--- src/rtl/mem_arbiter_pkg.sv ---
`timescale 1ns/1ps
`default_nettype none
// ============================================================================
//  Module  : mem_arbiter_pkg
//  Brief   : Shared widths, master ids and arbiter state encoding.
//  Revision: 1.0
// ============================================================================
package mem_arbiter_pkg;

    localparam int AW_DEF = 32;
    localparam int DW_DEF = 32;

    typedef logic master_id_t;
    localparam master_id_t MASTER_D = 1'b0;
    localparam master_id_t MASTER_I = 1'b1;

    localparam int ST_W = 1;
    typedef logic [ST_W-1:0] arb_state_t;
    localparam arb_state_t ST_NORM  = 1'b0;
    localparam arb_state_t ST_BOOST = 1'b1;

    // The counter must be able to hold STARVE_LIMIT itself (saturation value).
    function automatic int starve_cnt_width(input int limit);
        return $clog2(limit + 1);
    endfunction

endpackage : mem_arbiter_pkg
`default_nettype wire

--- src/rtl/mem_arbiter_if.sv ---
`timescale 1ns/1ps
`default_nettype none
// ============================================================================
//  Module  : mem_arbiter_if
//  Brief   : Bus bundle between the two masters, the arbiter and the RAM.
//  Revision: 1.0
// ============================================================================
interface mem_arbiter_if
    import mem_arbiter_pkg::*;
#(
    parameter int AW = AW_DEF,
    parameter int DW = DW_DEF
) ();
    logic              m0_req;
    logic              m0_we;
    logic [AW-1:0]     m0_addr;
    logic [DW-1:0]     m0_wdata;
    logic [DW/8-1:0]   m0_wstrb;
    logic              m0_gnt;
    logic              m0_rvalid;
    logic [DW-1:0]     m0_rdata;

    logic              m1_req;
    logic [AW-1:0]     m1_addr;
    logic              m1_gnt;
    logic              m1_rvalid;
    logic [DW-1:0]     m1_rdata;

    logic              mem_en;
    logic [DW/8-1:0]   mem_we;
    logic [AW-3:0]     mem_addr;
    logic [DW-1:0]     mem_wdata;
    logic [DW-1:0]     mem_rdata;

    modport slave (
        input  m0_req, m0_we, m0_addr, m0_wdata, m0_wstrb,
        output m0_gnt, m0_rvalid, m0_rdata,
        input  m1_req, m1_addr,
        output m1_gnt, m1_rvalid, m1_rdata,
        output mem_en, mem_we, mem_addr, mem_wdata,
        input  mem_rdata
    );

    modport master (
        output m0_req, m0_we, m0_addr, m0_wdata, m0_wstrb,
        input  m0_gnt, m0_rvalid, m0_rdata,
        output m1_req, m1_addr,
        input  m1_gnt, m1_rvalid, m1_rdata,
        input  mem_en, mem_we, mem_addr, mem_wdata,
        output mem_rdata
    );

endinterface : mem_arbiter_if
`default_nettype wire

--- src/rtl/mem_arbiter_prio2.sv ---
`timescale 1ns/1ps
`default_nettype none
// ============================================================================
//  Module  : mem_arbiter_prio2
//  Brief   : Two-way fixed-priority pick (req0 first) with boost override for req1.
//  Revision: 1.0
// ============================================================================
module mem_arbiter_prio2 (
    input  logic i_req0,
    input  logic i_req1,
    input  logic i_boost,
    output logic o_gnt0,
    output logic o_gnt1
);

    logic w_pick1;

    assign w_pick1 = i_req1 & (i_boost | ~i_req0);
    assign o_gnt1  = w_pick1;
    assign o_gnt0  = i_req0 & ~w_pick1;

endmodule : mem_arbiter_prio2
`default_nettype wire

--- src/rtl/mem_arbiter.sv ---
`timescale 1ns/1ps
`default_nettype none
// ============================================================================
//  Module  : mem_arbiter
//  Brief   : Data/fetch arbiter for a single-port 1-cycle-latency RAM.
//  Revision: 1.0
// ============================================================================
module mem_arbiter
    import mem_arbiter_pkg::*;
#(
    parameter int AW           = AW_DEF,
    parameter int DW           = DW_DEF,
    parameter int STARVE_LIMIT = 4
) (
    input  logic         clk,
    input  logic         rst_n,
    mem_arbiter_if.slave bus
);

    localparam int             CW         = starve_cnt_width(STARVE_LIMIT);
    localparam int             SW         = DW / 8;
    localparam logic [CW-1:0]  C_CNT_LAST = CW'(STARVE_LIMIT - 1);
    localparam logic [CW-1:0]  C_CNT_MAX  = CW'(STARVE_LIMIT);

    arb_state_t     r_state;
    arb_state_t     w_state_nxt;
    logic [CW-1:0]  r_cnt;
    logic [CW-1:0]  w_cnt_nxt;

    logic           r_own_vld;
    master_id_t     r_own_id;
    logic [DW-1:0]  r_m0_rdata;
    logic [DW-1:0]  r_m1_rdata;

    logic           w_req0;
    logic           w_req1;
    logic           w_boost;
    logic           w_gnt0;
    logic           w_gnt1;
    logic           w_rd_gnt;
    logic           w_rv0;
    logic           w_rv1;

    logic           w_mem_en;
    logic [SW-1:0]  w_mem_we;
    logic [AW-3:0]  w_mem_addr;
    logic [DW-1:0]  w_mem_wdata;
    logic           w_unused_addr_lsbs;

    // Grants are combinational, so they are masked while reset is held.
    assign w_req0  = bus.m0_req & rst_n;
    assign w_req1  = bus.m1_req & rst_n;
    assign w_boost = (r_state == ST_BOOST);

    mem_arbiter_prio2 u_prio (
        .i_req0  (w_req0),
        .i_req1  (w_req1),
        .i_boost (w_boost),
        .o_gnt0  (w_gnt0),
        .o_gnt1  (w_gnt1)
    );

    always_ff @(posedge clk or negedge rst_n) begin
        if (!rst_n) begin
            r_state <= ST_NORM;
            r_cnt   <= '0;
        end else begin
            r_state <= w_state_nxt;
            r_cnt   <= w_cnt_nxt;
        end
    end

    always_comb begin
        w_state_nxt = r_state;
        w_cnt_nxt   = r_cnt;
        case (r_state)
            ST_NORM: begin
                if (w_req1 && w_gnt0) begin
                    if (r_cnt == C_CNT_LAST) begin
                        w_state_nxt = ST_BOOST;
                    end
                    if (r_cnt != C_CNT_MAX) begin
                        w_cnt_nxt = r_cnt + CW'(1);
                    end
                end else begin
                    w_cnt_nxt = '0;
                end
            end
            ST_BOOST: begin
                // Either m1 is served now or it withdrew; both end the boost.
                w_state_nxt = ST_NORM;
                w_cnt_nxt   = '0;
            end
            default: begin
                w_state_nxt = ST_NORM;
                w_cnt_nxt   = '0;
            end
        endcase
    end

    always_comb begin
        w_mem_en    = w_gnt0 | w_gnt1;
        w_mem_we    = '0;
        w_mem_addr  = '0;
        w_mem_wdata = '0;
        if (w_gnt1) begin
            w_mem_addr = bus.m1_addr[AW-1:2];
        end else if (w_gnt0) begin
            w_mem_addr  = bus.m0_addr[AW-1:2];
            w_mem_wdata = bus.m0_wdata;
            if (bus.m0_we) begin
                w_mem_we = bus.m0_wstrb;
            end
        end
    end

    assign w_rd_gnt = w_gnt1 | (w_gnt0 & ~bus.m0_we);

    always_ff @(posedge clk or negedge rst_n) begin
        if (!rst_n) begin
            r_own_vld <= 1'b0;
            r_own_id  <= MASTER_D;
        end else begin
            r_own_vld <= w_rd_gnt;
            r_own_id  <= w_gnt1 ? MASTER_I : MASTER_D;
        end
    end

    assign w_rv0 = r_own_vld & (r_own_id == MASTER_D);
    assign w_rv1 = r_own_vld & (r_own_id == MASTER_I);

    // RAM data passes straight through on the owner's rvalid cycle and is held afterwards.
    always_ff @(posedge clk or negedge rst_n) begin
        if (!rst_n) begin
            r_m0_rdata <= '0;
            r_m1_rdata <= '0;
        end else begin
            if (w_rv0) begin
                r_m0_rdata <= bus.mem_rdata;
            end
            if (w_rv1) begin
                r_m1_rdata <= bus.mem_rdata;
            end
        end
    end

    assign bus.m0_gnt    = w_gnt0;
    assign bus.m1_gnt    = w_gnt1;
    assign bus.m0_rvalid = w_rv0;
    assign bus.m1_rvalid = w_rv1;
    assign bus.m0_rdata  = w_rv0 ? bus.mem_rdata : r_m0_rdata;
    assign bus.m1_rdata  = w_rv1 ? bus.mem_rdata : r_m1_rdata;
    assign bus.mem_en    = w_mem_en;
    assign bus.mem_we    = w_mem_we;
    assign bus.mem_addr  = w_mem_addr;
    assign bus.mem_wdata = w_mem_wdata;

    assign w_unused_addr_lsbs = ^{bus.m0_addr[1:0], bus.m1_addr[1:0]};

endmodule : mem_arbiter
`default_nettype wire
--- src/flat_wrapper.sv ---
// flat-port wrapper written by rule: the top's interface ports become plain ports
module mem_arbiter_flat import mem_arbiter_pkg::*;
#(
    parameter int AW           = AW_DEF,
    parameter int DW           = DW_DEF,
    parameter int STARVE_LIMIT = 4
)
  (clk, rst_n, bus_m0_req, bus_m0_we, bus_m0_addr, bus_m0_wdata, bus_m0_wstrb, bus_m0_gnt, bus_m0_rvalid, bus_m0_rdata, bus_m1_req, bus_m1_addr, bus_m1_gnt, bus_m1_rvalid, bus_m1_rdata, bus_mem_en, bus_mem_we, bus_mem_addr, bus_mem_wdata, bus_mem_rdata);
  mem_arbiter_if #(.AW(AW), .DW(DW)) bus_i ();
  input  logic clk;
  input  logic rst_n;
  input wire logic [$bits(bus_i.m0_req)-1:0] bus_m0_req;
  input wire logic [$bits(bus_i.m0_we)-1:0] bus_m0_we;
  input wire logic [$bits(bus_i.m0_addr)-1:0] bus_m0_addr;
  input wire logic [$bits(bus_i.m0_wdata)-1:0] bus_m0_wdata;
  input wire logic [$bits(bus_i.m0_wstrb)-1:0] bus_m0_wstrb;
  output wire logic [$bits(bus_i.m0_gnt)-1:0] bus_m0_gnt;
  output wire logic [$bits(bus_i.m0_rvalid)-1:0] bus_m0_rvalid;
  output wire logic [$bits(bus_i.m0_rdata)-1:0] bus_m0_rdata;
  input wire logic [$bits(bus_i.m1_req)-1:0] bus_m1_req;
  input wire logic [$bits(bus_i.m1_addr)-1:0] bus_m1_addr;
  output wire logic [$bits(bus_i.m1_gnt)-1:0] bus_m1_gnt;
  output wire logic [$bits(bus_i.m1_rvalid)-1:0] bus_m1_rvalid;
  output wire logic [$bits(bus_i.m1_rdata)-1:0] bus_m1_rdata;
  output wire logic [$bits(bus_i.mem_en)-1:0] bus_mem_en;
  output wire logic [$bits(bus_i.mem_we)-1:0] bus_mem_we;
  output wire logic [$bits(bus_i.mem_addr)-1:0] bus_mem_addr;
  output wire logic [$bits(bus_i.mem_wdata)-1:0] bus_mem_wdata;
  input wire logic [$bits(bus_i.mem_rdata)-1:0] bus_mem_rdata;
  assign bus_i.m0_req = bus_m0_req;
  assign bus_i.m0_we = bus_m0_we;
  assign bus_i.m0_addr = bus_m0_addr;
  assign bus_i.m0_wdata = bus_m0_wdata;
  assign bus_i.m0_wstrb = bus_m0_wstrb;
  assign bus_m0_gnt = bus_i.m0_gnt;
  assign bus_m0_rvalid = bus_i.m0_rvalid;
  assign bus_m0_rdata = bus_i.m0_rdata;
  assign bus_i.m1_req = bus_m1_req;
  assign bus_i.m1_addr = bus_m1_addr;
  assign bus_m1_gnt = bus_i.m1_gnt;
  assign bus_m1_rvalid = bus_i.m1_rvalid;
  assign bus_m1_rdata = bus_i.m1_rdata;
  assign bus_mem_en = bus_i.mem_en;
  assign bus_mem_we = bus_i.mem_we;
  assign bus_mem_addr = bus_i.mem_addr;
  assign bus_mem_wdata = bus_i.mem_wdata;
  assign bus_i.mem_rdata = bus_mem_rdata;
  mem_arbiter #(.AW(AW), .DW(DW), .STARVE_LIMIT(STARVE_LIMIT)) u_core (.clk(clk), .rst_n(rst_n), .bus(bus_i));
endmodule
--- config.mk ---
export PLATFORM = sky130hd
export DESIGN_NAME = mem_arbiter_flat
export DESIGN_NICKNAME = d
export VERILOG_FILES = /design/src/rtl/mem_arbiter_pkg.sv /design/src/rtl/mem_arbiter_if.sv /design/src/rtl/mem_arbiter_prio2.sv /design/src/rtl/mem_arbiter.sv /design/src/flat_wrapper.sv
export SDC_FILE = /design/constraint.sdc
export NUM_CORES = 1
export LEC_CHECK = 0
export BUFFER_PORTS_ARGS = -buffer_cell sky130_fd_sc_hd__buf_4
export CAP_MARGIN = 5
export CORE_AREA = 2 2 106 108
export CTS_BUF_LIST = sky130_fd_sc_hd__clkbuf_4
export DETAILED_ROUTE_END_ITERATION = 16
export DIE_AREA = 0 0 108 110
export GPL_TIMING_DRIVEN = 0
export PLACE_DENSITY = 0.67
export SETUP_SLACK_MARGIN = 0.05
export SLEW_MARGIN = 20
export SYNTH_ARGS = -nofsm -noshare
export SYNTH_HDL_FRONTEND = slang
export SYNTH_HIERARCHICAL = 1
export SYNTH_SLANG_ARGS = --single-unit
--- constraint.sdc ---
create_clock -name clk -period 2.2 [get_ports clk]
set_clock_uncertainty 0.1 [all_clocks]
set_input_delay 0.44 -clock clk [delete_from_list [all_inputs] [get_ports clk]]
set_output_delay 0.44 -clock clk [all_outputs]
set_load 0.02 [all_outputs]
======== Word-level counts from Yosys, hierarchy flattened ========
Cells that the tools add are included.
operators by class
  add/subtract/negate cells ............... 1
  equality and inequality tests ........... 3
  muxes and demuxes ....................... 16
  bitwise gates (word level) .............. 15
  reductions and logical operators ........ 1
operators with widths
  cell                                                  number
  2-to-1 mux 32 bit                                     4
  2-to-1 mux 30 bit                                     2
  2-to-1 mux 4 bit                                      3
  bitwise AND 1 bit                                     7
  2-to-1 mux 3 bit                                      2
  != test 3 bit (second input constant)                 2
  one-hot mux 3 bit (2 select lines)                    1
  NOT 1 bit                                             5
  adder 3 x 1 -> 3 bit (second input constant)          1
  equality test 3 x 2 -> 1 bit (second input constant)  1
  2-to-1 mux 1 bit                                      3
  bitwise OR 1 bit                                      3
  one-hot mux 1 bit (2 select lines)                    1
  logical AND 1 bit                                     1
word-level totals
  bits in registers ....................... 70
  input port bits ......................... 137

======== Longest topological paths before layout ========
Gate-level depths: netlist (run 1).
  depth after elaboration ................. 9
  mapped depth ............................ 6
  gate-level depth less buffers ........... 4

======== Hierarchy ========
Netlist (run 1), hierarchy kept.
by module, submodules not included
  module             instances  cells an instance  area each (um^2)  seq. area each (um^2)
  mem_arbiter        1          244                3,405.8           1,751.7
  mem_arbiter_prio2  1          3                  18.8              0.0

======== Worst setup path after synthesis (run 1) ========
No wires, ideal clock.
  path type ............................... input-to-output
  start point ............................. input rst_n
  end point ............................... output bus_mem_addr[10]
  data arrival time ....................... 2,108 ps
  required time ........................... 1,660 ps
  path slack .............................. -448 ps
  stages on the path ...................... 6
  path through ............................ and2_1 -> a21boi_0 -> nor2b_2 -> buf_4 -> buf_4 -> a22o_1
on the way
  word-level cells in the longest chain between the ends .. 8
RTL lines
  what                 RTL line                 text
  start: declaration   flat_wrapper.sv:11       input logic rst_n;
  bitwise AND 1 bit    mem_arbiter.sv:51        assign w_req0 = bus.m0_req & rst_n;
  NOT 1 bit            mem_arbiter_prio2.sv:18  assign w_pick1 = i_req1 & (i_boost | ~i_req0);
  bitwise OR 1 bit     mem_arbiter_prio2.sv:18
  bitwise AND 1 bit    mem_arbiter_prio2.sv:18
  NOT 1 bit            mem_arbiter_prio2.sv:20  assign o_gnt0 = i_req0 & ~w_pick1;
  bitwise AND 1 bit *  mem_arbiter_prio2.sv:20
  net bus_m0_gnt       flat_wrapper.sv:17       output wire logic [$bits(bus_i.m0_gnt)-1:0] bus_m0_gnt;
  2-to-1 mux 30 bit *  mem_arbiter.sv:108       end else if (w_gnt0) begin
  2-to-1 mux 30 bit *  mem_arbiter.sv:106       if (w_gnt1) begin
  end: declaration     flat_wrapper.sv:27       output wire logic [$bits(bus_i.mem_addr)-1:0] bus_mem_addr;
The timed path passes the listed nets; every way through them passes the cells marked *.

======== Worst setup path in the final report (run 1) ========
  start point ............................. register u_core.r_state
  end point ............................... output bus_mem_addr[21]
on the way
  word-level cells in the longest chain between the ends .. 6
RTL lines
  what                      RTL line                 text
  start: declaration        mem_arbiter.sv:25        arb_state_t r_state;
  start signal: assignment  mem_arbiter.sv:68        r_state <= w_state_nxt;
  bitwise OR 1 bit *        mem_arbiter_prio2.sv:18
  bitwise AND 1 bit *       mem_arbiter_prio2.sv:18
  NOT 1 bit                 mem_arbiter_prio2.sv:20
  bitwise AND 1 bit         mem_arbiter_prio2.sv:20
  2-to-1 mux 30 bit         mem_arbiter.sv:108
  2-to-1 mux 30 bit *       mem_arbiter.sv:106
Mark *: on every way between the ends. The rest lies on a longest branch, timed or not.

==> results.ini, run 1 <==
[placed_design]
port_buffers=267
placed_area_um2=5640
gp_congestion=0.881
dp_hpwl_mm=10.3
post-place-ws_ps=-1190
dpl.cell_count=654

[worst_setup_path]
critPathBufInv=4
path_delay_family=buffers and inverters
crit_type=flip-flop to output port
cpMaxStageDelayCell=dfrtp_1
critical_path_required_ps=1660
crit_arrival_ps=1850
crit_path_start_kind=flip-flop
crit_chain=inv_2 > a21boi_4 > nor2b_4 > buf_12 > buf_8 > a22o_4 > buf_6
cp_slowest_stage_delay_ps=440
endpoint_kind=output port
cp_max_fo=7

[sta]
final_max_slew_viol_count=0
worst_slew_pin_slew_ps=778
period_share_pct=109
hold_viol=0
setup_violations=129
fin_crit_ps=2390
fmax_ghz=0.418
whs_ps=176
rsz0062_at_grt=yes
layout_setup_ws_ps=-193
slew-limit-headroom_pct=48.0

[finish]
fin_cells=715
area_growth_pct=111
num_antenna_cells=0
final_nets=710
drive_above_1_share_pct=79.3
final_cell_area_um2=7210

[logic_synthesis]
synth_top_area_share_pct=51.2
seq_area_frac_synth_pct=51.2
synth_area_um2=3420
ys_types=26
syn-num-nets=387
ys_ff_latch=70
synthTopCellsByArea=dfrtp_1 51%, mux2_4 13%, mux2_2 12%
synth_cells=247
yosysWarnings=6
syn_avg_cell_area_um2=13.9
synth.largest_area_cell=dfrtp_1

[status]
violations=setup timing
status=finished with violations

[run]
maxCapViolCount=0

[clock_network]
root_buffer=clkbuf_4
clock_latency_ps=390
clk_pin_slew_ps=130
cts_sinks=70
cts_tree=yes
cts_inserted_buffers=9
clk_path_buf_depth=2
htreeDepth=3

[global_routing]
grt-ovfl-total=0
grt_max_degree=37
grt_pass1_wl_mm=20.5
grt_pass1_vias=3554
antenna_found_initial=0
grt_usage_pct=23.5

[drt]
ant_nets=0
drc=0
wl_mm=14.3
wl_per_cell_um=20.1
firstDrtPassIters=4
vias=3329
drtIter0Drc=110
via_per_inst=4.66

[power]
power_mw=5.04
peakVddDrop_uv=390
p_leak_nw=3.80
p_per_area_nw_per_um2=699

[die]
core_um2=10700
die_x_um=108
dieArea_um2=11900
start_util_pct=32.0
fp.dieH_um=110
io_pins=272
rows=38

[min_path]
hp-class=input pin to flip-flop

-- layout make-up --
class                   instances  area, um2
flip-flops and latches         70       1750
plain buffers                  16        249
well taps                     140        175
multi-input cells             152       1760
inverters                       8       30.0
fillers                       804       3480
clock buffers                  10       75.1
clock inverters                 6       86.3
repair buffers                313       3090
-- metal layers --
layer  part of all wire, %  GRT usage, %  vias to the layer above
met5                     0             0                        -
met4                   2.9          7.97                        0
met3                   6.8          6.06                       21
met2                    54          43.5                      163
met1                    37          26.1                     1624
li1                      -             -                     1521
-- stage by stage --
stage / setup TNS, ps / utilization, %
after floorplan: 0 / -
after global placement: -65150 / 52.7
after detailed placement: -69930 / 52.7
after CTS: -15480 / 66.0
after global routing: -22750 / 67.4
final: -13920 / 67.4
-- synth_stat cells --
cell	instances
a21bo_2	1
a21boi_0	1
a21boi_1	1
a21o_1	2
a21oi_1	3
a22o_1	30
and2_1	34
and3_1	4
buf_12	3
buf_2	1
buf_4	4
buf_6	4
clkbuf_1	5
dfrtp_1	70
ha_1	3
inv_1	8
mux2_2	35
mux2_4	29
nand2_1	1
nand2_2	1
nand2b_4	1
nand3_1	2
nand4b_1	1
nor2_1	1
nor2b_2	1
or2_2	1
-- registers in the layout, summed over array words and instances (netlist names) --
register	flops
u_core/r_state	1
u_core/r_cnt	3
u_core/r_m1_rdata	32
u_core/r_m0_rdata	32
u_core/r_own_id	1
u_core/r_own_vld	1
-- power breakdown --
part           internal (mW)  switching [mW]
Sequential              1.56          0.0862
Combinational           1.39            1.07
Clock                  0.472           0.458
-- cells by family (layout without fill, tap and decap cells) --
| logic type | Yosys count | in the layout | share of synthesized area [%] |
|---|---|---|---|
| buffers and inverters | 25 | 353 | 5.52 |
| and+or+nand+nor | 47 | 47 | 8.73 |
| AOI/OAI and AO/OA | 38 | 38 | 9.28 |
| DFF | 70 | 70 | 51.2 |
| muxes | 64 | 64 | 24.2 |
| adders and majority gates | 3 | 3 | 1.10 |
-- cells in the final DEF (no fill, tap or decap), drive strengths merged --
cell type	instances
dfrtp	70
dlygate4sd3	2
bufbuf	2
a21boi	2
buf	321
or2	1
nand4b	1
a22o	30
and3	4
ha	3
a21o	2
a21bo	1
clkbuf	14
nand2	2
a21oi	3
inv	8
nand3	2
and2	34
clkinv	4
bufinv	2
nor2b	1
nor2	1
mux2	64
nand2b	1
-- final timing paths --
| check | cells after the start | endpoint | from | slack [ps] |
|---|---|---|---|---|
| setup reg to reg | 7 | u_core/r_m0_rdata[20]$_DFF_PN0_ | u_core/r_own_vld$_DFF_PN0_ | 580 |
| hold reg to reg | 1 | u_core/r_m1_rdata[2]$_DFF_PN0_ | u_core/r_m1_rdata[2]$_DFF_PN0_ | 410 |
| hold / removal | 2 | u_core/r_m1_rdata[25]$_DFF_PN0_ | bus_mem_rdata[25] | 180 |
| max in group asynchronous | 2 | u_core/r_cnt[1]$_DFFE_PN0P_ | rst_n | 960 |
| min in group asynchronous | 2 | u_core/r_m1_rdata[15]$_DFF_PN0_ | rst_n | 550 |
| setup / recovery | 7 | bus_mem_addr[21] | u_core/r_state$_DFF_PN0_ | -190 |
-- repair_timing --
item,4_1_cts,5_1_grt
setup endpoints to repair,127,131
hold buffers,2,0
setup buffers,22,9
resized for setup,213,21
pin swaps,30,7
hold endpoints to repair,70,0
gates cloned,11,2
Power figures use the tool's default switching activity.
==> run 2, diff against run 1 <==
Clock period 2.2 ns to 2.5 ns, I/O delays scaled along.
==> run 2 against run 1 <==
- register-to-register slack improved by 540 ps
- largest cell class unchanged
- the run now ends clean
- critical path type unchanged
- final cell count fell by 5.2%
- largest power group unchanged
- worst hold slack improved by 45 ps
- power fell by 23%
- combinational power fell by 30%
- die area did not move
- highest routed layer unchanged
- non-clock buffer count fell by 36
- clock power fell by 23%
- routed wire length fell by 13%
- flip-flop and latch count did not move
==> results.ini, run 2 (synthesized netlist as in run 1, its figures left out) <==
[die]
io_pins=272  ; unchanged
rows=38  ; unchanged
core_um2=10700  ; unchanged
dieArea_um2=11900  ; unchanged
fp.dieH_um=110  ; unchanged
die_x_um=108  ; unchanged
start_util_pct=32.0  ; unchanged

[finish]
num_antenna_cells=0  ; unchanged
drive_above_1_share_pct=72.5  ; was 79.3%
final_nets=674  ; was 710
fillCellCount=878  ; was 804
area_growth_pct=80.6  ; was 111%
final_common_cell=buf_4  ; unchanged
fin_cells=678  ; was 715
reg.largest.list=u_core/r_m0_rdata (32), u_core/r_m1_rdata (32), u_core/r_cnt (3)  ; unchanged
final_cell_mix=228 x buf_4, 69 x dfrtp_1, 49 x buf_6  ; was 177 x buf_4, 118 x buf_6, 70 x dfrtp_1
fin_util_pct=57.8  ; was 67.4%

[power]
power_frac_comb_pct=44.5  ; was 48.9%
p_sw_share_pct=33.3  ; was 32.0%
p_sw_mw=1.29  ; was 1.61 mW
pwr-share-clk_pct=18.4  ; was 18.5%
seqPwrFrac_pct=37.1  ; was 32.7%
p_leak_nw=3.23  ; was 3.80 nW
p_int_mw=2.58  ; was 3.43 mW
peakVddDrop_uv=274  ; was 390 uV
power_mw=3.87  ; was 5.04 mW
p_per_area_nw_per_um2=626  ; was 699 nW/um2

[sta]
period_share_pct=98.4
fin_crit_ps=2460
rsz0062_at_grt=yes  ; unchanged
setup_violations=0  ; was 129
slew-limit-headroom_pct=48.5  ; was 48.0%
worst_slew_pin_slew_ps=771  ; was 778 ps
hold_viol=0  ; unchanged
fmax_ghz=0.406
whs_ps=222  ; was 176 ps
final_max_slew_viol_count=0  ; unchanged

[worst_setup_path]
critical_path_required_ps=1900  ; was 1660 ps
crit_arrival_ps=1860  ; was 1850 ps
crit_chain=inv_2 > a21boi_4 > nor2b_4 > buf_8 > buf_8 > a22o_4 > buf_6  ; was inv_2 > a21boi_4 > nor2b_4 > buf_12 > buf_8 > a22o_4 > buf_6
cp_max_fo=9  ; was 7
crit_path_start_kind=flip-flop  ; unchanged
cp_slowest_stage_delay_ps=430  ; was 440 ps
crit_type=flip-flop to output port  ; unchanged
crit_top_cell=buf_8
cpMaxStageDelayCell=dfrtp_2  ; was dfrtp_1
endpoint_kind=output port  ; unchanged

[clock_network]
clk_path_buf_depth=2  ; unchanged
cts_inserted_buffers=9  ; unchanged
htreeDepth=3  ; unchanged
root_buffer=clkbuf_4  ; unchanged
cts_tree=yes  ; unchanged
clk_pin_slew_ps=110  ; was 130 ps
clock_latency_ps=420  ; was 390 ps
cts_sinks=70  ; unchanged

[drt]
drc=0  ; unchanged
ant_nets=0  ; unchanged
wl_per_cell_um=18.3  ; was 20.1 um
wl_mm=12.4  ; was 14.3 mm
vias=3121  ; was 3329
firstDrtPassIters=4  ; unchanged
drtIter0Drc=93  ; was 110
via_per_inst=4.60  ; was 4.66

[global_routing]
grt_max_degree=37  ; unchanged
grt_pass1_wl_mm=18.1  ; was 20.5 mm
grtUsageMet3_pct=4.82  ; was 6.06%
top_usage_layer=met2  ; unchanged
antenna_found_initial=0  ; unchanged
grt_usage_pct=20.5  ; was 23.5%
grt_use_met1_pct=23.1  ; was 26.1%
grt_use_met2_pct=36.7  ; was 43.5%
grt_pass1_vias=3336  ; was 3554
grt-ovfl-total=0  ; unchanged

[run]
maxCapViolCount=0  ; unchanged

[placed_design]
dp_hpwl_mm=9.82  ; was 10.3 mm
gp_congestion=0.800  ; was 0.881
dpl.cell_count=654  ; unchanged
port_buffers=267  ; unchanged

[status]
status=finished, final reports clean  ; was finished with violations

[min_path]
hp-class=input pin to flip-flop  ; unchanged

## run 2: worst paths after layout
kind                                                      from                               to  slack, ps  cells after the start
max in group asynchronous                                rst_n   u_core/r_m0_rdata[1]$_DFF_PN0_       1210                      2
min in group asynchronous                                rst_n  u_core/r_m0_rdata[27]$_DFF_PN0_        590                      2
worst min register to register  u_core/r_m0_rdata[2]$_DFF_PN0_   u_core/r_m0_rdata[2]$_DFF_PN0_        400                      1
worst max register to register       u_core/r_own_id$_DFF_PN0_  u_core/r_m0_rdata[11]$_DFF_PN0_       1120                      4
worst max-delay path                  u_core/r_state$_DFF_PN0_                 bus_mem_addr[26]         40                      7
worst min-delay path                         bus_mem_rdata[28]  u_core/r_m0_rdata[28]$_DFF_PN0_        220                      2
## run 2: layout make-up
class | count | area, um2 | share of cell area, %
timing repair buffer | 277 | 2340 | 37.9
sequential | 70 | 1750 | 28.3
multi-input combinational | 152 | 1560 | 25.2
buffer | 16 | 191 | 3.10
tap | 140 | 175 | 2.83
clock buffer | 11 | 82.6 | 1.34
clock inverter | 4 | 48.8 | 0.789
inverter | 8 | 30.0 | 0.486
## run 2: what timing repair did
item | in CTS | in global routing
pin swaps | 2 | 0
resized for setup | 60 | 18
cloned | 2 | 1
setup endpoints to repair | 69 | 65
setup buffers | 5 | 0
endpoints found under the hold margin | 70 | 0
hold buffers | 2 | 0
## run 2: layer usage
metal,vias to the layer above,wire length [um]
li1,1449,-
met1,1501,4650
met2,149,6540
met3,22,836
met4,0,393
met5,-,0
## run 2: per-stage QoR
| stage | worst slack [ps] | TNS (ps) | cell area (um2) |
|---|---|---|---|
| floorplan | 162 | 0 | 3430 |
| finish | 38.9 | 0 | 6180 |
| detailed placement | -899 | -54200 | 5610 |
| CTS | -20.2 | -30.4 | 6100 |
| global placement | -864 | -49770 | 5610 |
| global route | -61.6 | -1930 | 6180 |
## run 2: power groups by stage
stage,sequential (mW),combinational [mW],clock (mW)
floorplan,1.44,0.898,0
global placement,1.45,1.63,0
detailed placement,1.46,1.65,0
CTS,1.44,1.73,0.744
global route,1.46,1.82,0.788
finish,1.44,1.72,0.712
## run 2: worst max-delay path, delay by kind of cell (launching register included)
kind / cells / cell delay (ps)
simple gates: 1 / 90
flops: 1 / 430
compound gates: 2 / 450
buf+inv: 4 / 470
